`config.mk`:
```
export PLATFORM = sky130hd
export DESIGN_NAME = id_ex_fwd_stage
export DESIGN_NICKNAME = d
export VERILOG_FILES = /design/src/rtl/id_ex_fwd_stage.sv
export SDC_FILE = /design/constraint.sdc
export NUM_CORES = 1
export LEC_CHECK = 0
export CAP_MARGIN = 20
export CORE_MARGIN = 8
export CORE_UTILIZATION = 40
export CTS_CLUSTER_DIAMETER = 40
export CTS_CLUSTER_SIZE = 14
export DETAILED_ROUTE_END_ITERATION = 7
export PLACE_DENSITY_LB_ADDON = 0.1
export SYNTH_ARGS = -nofsm -noshare
export SYNTH_HDL_FRONTEND = slang
export SYNTH_SLANG_ARGS = --single-unit
```
`constraint.sdc`:
```
create_clock -name clk -period 2.51 [get_ports clk]
set_clock_uncertainty 0.05 [all_clocks]
set_input_delay 0.753 -clock clk [delete_from_list [all_inputs] [get_ports clk]]
set_output_delay 0.753 -clock clk [all_outputs]
set_load 0.01 [all_outputs]
```
`src/rtl/id_ex_fwd_stage.sv`:
```
// ID/EX pipeline register with load-use bubble insertion, same-cycle WB capture
// and EX operand forwarding selects.
module id_ex_fwd_stage #(
    parameter int unsigned XLEN  = 32,
    parameter int unsigned CTRLW = 12,
    parameter int unsigned CNTW  = 16
) (
    input  logic             clk,
    input  logic             rstn,
    input  logic             id_valid,
    input  logic [XLEN-1:0]  id_pc,
    input  logic [4:0]       id_rs1,
    input  logic [4:0]       id_rs2,
    input  logic [4:0]       id_rd,
    input  logic             id_uses_rs1,
    input  logic             id_uses_rs2,
    input  logic [XLEN-1:0]  id_rdata1,
    input  logic [XLEN-1:0]  id_rdata2,
    input  logic [XLEN-1:0]  id_imm,
    input  logic             id_regwrite,
    input  logic             id_memread,
    input  logic [CTRLW-1:0] id_ctrl,
    input  logic             hold,
    input  logic             flush,
    input  logic [4:0]       mem_rd,
    input  logic             mem_regwrite,
    input  logic [4:0]       wb_rd,
    input  logic             wb_regwrite,
    input  logic [XLEN-1:0]  wb_wdata,
    output logic             ex_valid,
    output logic             ex_regwrite,
    output logic             ex_memread,
    output logic [XLEN-1:0]  ex_pc,
    output logic [XLEN-1:0]  ex_rdata1,
    output logic [XLEN-1:0]  ex_rdata2,
    output logic [XLEN-1:0]  ex_imm,
    output logic [4:0]       ex_rs1,
    output logic [4:0]       ex_rs2,
    output logic [4:0]       ex_rd,
    output logic [CTRLW-1:0] ex_ctrl,
    output logic [1:0]       fwd_a,
    output logic [1:0]       fwd_b,
    output logic             stall_if_id,
    output logic [CNTW-1:0]  bubble_cnt
);

    logic hazard;
    logic wb_hit1;
    logic wb_hit2;
    logic load_bubble;

    always_comb begin
        hazard = ex_valid & ex_memread & (ex_rd != 5'd0) & id_valid &
                 ((id_uses_rs1 & (id_rs1 == ex_rd)) | (id_uses_rs2 & (id_rs2 == ex_rd)));
        stall_if_id = hazard & ~flush & ~hold;
        // Write-back in flight this cycle overrides the stale register file read.
        wb_hit1 = wb_regwrite & (wb_rd != 5'd0) & (wb_rd == id_rs1);
        wb_hit2 = wb_regwrite & (wb_rd != 5'd0) & (wb_rd == id_rs2);
        load_bubble = flush | (~hold & hazard);
    end

    function automatic logic [1:0] fwd_sel(input logic [4:0] rs, input logic valid,
                                           input logic [4:0] mrd, input logic mrw,
                                           input logic [4:0] wrd, input logic wrw);
        logic [1:0] sel;
        sel = 2'b00;
        if (valid && rs != 5'd0) begin
            if (mrw && mrd == rs) begin
                sel = 2'b10;
            end else if (wrw && wrd == rs) begin
                sel = 2'b01;
            end
        end
        return sel;
    endfunction

    always_comb begin
        fwd_a = fwd_sel(ex_rs1, ex_valid, mem_rd, mem_regwrite, wb_rd, wb_regwrite);
        fwd_b = fwd_sel(ex_rs2, ex_valid, mem_rd, mem_regwrite, wb_rd, wb_regwrite);
    end

    always_ff @(posedge clk or negedge rstn) begin
        if (!rstn) begin
            ex_valid    <= 1'b0;
            ex_regwrite <= 1'b0;
            ex_memread  <= 1'b0;
            ex_pc       <= '0;
            ex_rdata1   <= '0;
            ex_rdata2   <= '0;
            ex_imm      <= '0;
            ex_rs1      <= '0;
            ex_rs2      <= '0;
            ex_rd       <= '0;
            ex_ctrl     <= '0;
            bubble_cnt  <= '0;
        end else if (load_bubble) begin
            ex_valid    <= 1'b0;
            ex_regwrite <= 1'b0;
            ex_memread  <= 1'b0;
            ex_pc       <= '0;
            ex_rdata1   <= '0;
            ex_rdata2   <= '0;
            ex_imm      <= '0;
            ex_rs1      <= '0;
            ex_rs2      <= '0;
            ex_rd       <= '0;
            ex_ctrl     <= '0;
            // Only load-use bubbles are counted, not branch flushes.
            if (!flush && bubble_cnt != '1) begin
                bubble_cnt <= bubble_cnt + CNTW'(1);
            end
        end else if (!hold) begin
            ex_valid    <= id_valid;
            ex_regwrite <= id_valid & id_regwrite;
            ex_memread  <= id_valid & id_memread;
            ex_pc       <= id_pc;
            ex_rdata1   <= wb_hit1 ? wb_wdata : id_rdata1;
            ex_rdata2   <= wb_hit2 ? wb_wdata : id_rdata2;
            ex_imm      <= id_imm;
            ex_rs1      <= id_rs1;
            ex_rs2      <= id_rs2;
            ex_rd       <= id_rd;
            ex_ctrl     <= id_valid ? id_ctrl : '0;
        end
    end

endmodule

```
==> flow_metrics.env <==
export IMPL_stdcell_count=1535
export IMPL_die_area_um2=25900
export IMPL_status="finished with violations"
export IMPL_fin_ws_ns=-0.259
export IMPL_ys_seq_area_frac=0.519
export IMPL_grt_pass1_vias=8249
export IMPL_top_usage_layer="met2"
export IMPL_power_density_nw_per_um2=506
export IMPL_wl_um=31400
export IMPL_cap_violations=0
export IMPL_syn_instance_count=800
export IMPL_syn_avg_cell_area_um2=10.5
export IMPL_dp_cells=1474
export IMPL_maxSlewViolCount=0
export IMPL_drtPass1Iterations=5
export IMPL_wl_per_cell_um=20.5
export IMPL_worst_pin_slew_ns=0.608
export IMPL_rows=53
export IMPL_clk_latency_ns=0.43
export IMPL_relSlewSlack=0.594
export IMPL_drc=0
export IMPL_cts_htree_levels=4
export IMPL_cp_num_buf_inv=2
export IMPL_place_area_um2=13100
export IMPL_violations="negative setup slack"
export IMPL_cp_arrival_ns=1.97
export IMPL_ys_seq_elements=174
export IMPL_max_freq_ghz=0.361
export IMPL_hold_buffers=0
export IMPL_tritoncts="yes"
export IMPL_timing_final_crit_share=1.10
export IMPL_leakagePower_nw=5.84
export IMPL_grt_max_degree=165
export IMPL_cp_top_family="buffers and inverters"
export IMPL_drive_above_1_share=0.168
export IMPL_dominantRegCellSynth="dfrtp_1"
export IMPL_ys_warn_count=0
export IMPL_die_y_um=161
export IMPL_initial_core_util=0.403
export IMPL_grt_pass1_wl_um=47900
export IMPL_synth_async_reset_ratio=1.00
export IMPL_path_cells="clkdlybuf4s50_1 -> xnor2_1 -> nand2_1 -> o22ai_2 -> nand2_2 -> nor2_1 -> buf_2"
export IMPL_final_hold_violation_count=0
export IMPL_final_antenna_net_count=0
export IMPL_place_hpwl_um=23000
export IMPL_clk_path_buf_depth=2
export IMPL_end_kind="primary output"
export IMPL_worst_setup_path_start_kind="input pin"
export IMPL_grt_met2_usage=0.392
export IMPL_grt_util_all_layers=0.236
export IMPL_viasPerCell=5.25
export IMPL_slowest_delay_ns=0.50
export IMPL_vias=8064
export IMPL_hold_class="in -> async"
export IMPL_peakVddDrop_uv=459
export IMPL_cts_root_buf="clkbuf_16"
export IMPL_cp_max_fo=2
export IMPL_synth_cell_types=41
export IMPL_coreArea_um2=20800
export IMPL_cts_buffers=17
export IMPL_use_met1=0.281
export IMPL_nNetsFinal=1452
export IMPL_cts_sinks=174
export IMPL_setup_viol=5
export IMPL_fillers=1655
export IMPL_design_area_um2=14200
export IMPL_die_w_um=161
export IMPL_synth_fp_nets=1009
export IMPL_synth_area_um2=8390
export IMPL_drtIter0Drc=594
export IMPL_gr_usage_met3=0.0714
export IMPL_period_needed_ns=2.77
export IMPL_rsz0062_at_grt="yes"
export IMPL_syn2layout_area_growth_pct=68.9
export IMPL_crit_slowest_cell="clkdlybuf4s50_1"
export IMPL_final_cell_mix="359 x clkdlybuf4s50_1, 165 x dfrtp_1, 154 x nand2_1"
export IMPL_worst_setup_path_type="in -> out"
export IMPL_synth_edf_count=0
export IMPL_required_ns=1.71
export IMPL_gp_congestion=0.862
export IMPL_layout_commonest_cell="clkdlybuf4s50_1"
export IMPL_path_clk_slew_ns=0.07
export IMPL_overflow=0
export IMPL_io_buffers=386
export IMPL_antenna_found_initial=5
export IMPL_io_pin_count=387
where the power goes:
group	internal [W]	switching [W]
Combinational	0.000841	0.000565
Sequential	0.00294	0.0000926
Clock	0.00151	0.00121
Total	0.00530	0.00187
timing repair:
| item | in CTS | in global routing |
|---|---|---|
| gates cloned | 4 | 1 |
| pin swaps | 16 | 28 |
| endpoints found under the setup margin | 69 | 106 |
| gates resized for setup | 78 | 51 |
| buffers inserted | 20 | 8 |
cells in the mapped netlist, drive strengths merged (14+ instances only):
cell / n / share of area
dfrtp: 174 / 0.52
nand2: 155 / 0.069
a31oi: 64 / 0.048
a32o: 64 / 0.076
or3b: 64 / 0.067
clkbuf: 50 / 0.022
xnor2: 35 / 0.037
nor2b: 34 / 0.025
buf: 23 / 0.019
xor2: 20 / 0.021
nand3: 16 / 0.0095
a22o: 14 / 0.015
worst paths after layout:
kind	from	endpoint	slack [ns]	cells after the start
max	id_rs2[3]	stall_if_id	-0.26	7
min	rstn	ex_rdata1[18]	0.14	1
max reg2reg	ex_rd[1]	ex_rdata2[18]	0.14	12
min reg2reg	ex_imm[25]	ex_imm[25]	0.44	1
max in group asynchronous	rstn	ex_rdata1[11]	1.58	2
min in group clk	ex_imm[25]	ex_imm[25]	0.44	1
stage by stage:
step | total power [W] | utilization | hold WS (ns) | setup TNS [ns] | worst slack, ns
global route | 0.00747 | 0.680 | 0.137 | -1.26 | -0.366
finish | 0.00717 | 0.680 | 0.136 | -0.843 | -0.259
floorplan | 0.00353 | - | 0.407 | 0 | 0.0319
CTS | 0.00725 | 0.673 | 0.129 | -12.37 | -0.274
global placement | 0.00441 | 0.631 | 0.421 | -63.85 | -0.914
detailed placement | 0.00443 | 0.631 | 0.430 | -66.83 | -0.917
layout make-up:
class                   instances  area (µm²)  share of cell area
inverters                      12        45.0             0.00318
well taps                     275         344              0.0243
multi-input cells             541        3800               0.269
flip-flops and latches        174        4370               0.308
clock buffers                  19         433              0.0306
repair buffers                497        4990               0.352
clock inverters                13         173              0.0122
diodes                          4        10.0            0.000707
flip-flops by register name (all words and copies together), names as in the netlist:
signal and cells:
ex_imm 32, ex_pc 32, ex_rdata1 32, ex_rdata2 32, bubble_cnt 16, ex_ctrl 12, ex_rd 5, ex_rs1 5
ex_rs2 5, ex_memread 1, ex_regwrite 1, ex_valid 1
routing by layer:
layer  share of wire  vias up
met3           0.071       58
met4           0.029        2
met5         0.00041        -
met1            0.40     3873
li1                -     3818
met2            0.50      313
cell families (layout without fill, tap and decap cells):
group | Yosys count | in the layout | synth area share
and+or+nand+nor | 318 | 318 | 0.211
DFF | 174 | 174 | 0.519
AOI/OAI and AO/OA | 166 | 166 | 0.162
buffers and inverters | 85 | 541 | 0.0470
xor gates and xnor gates | 55 | 55 | 0.0574
adders and majority gates | 1 | 1 | 0.00149
muxes | 1 | 1 | 0.00134
other | 0 | 4 | 0
No activity file was read; power rests on OpenSTA's default activity.
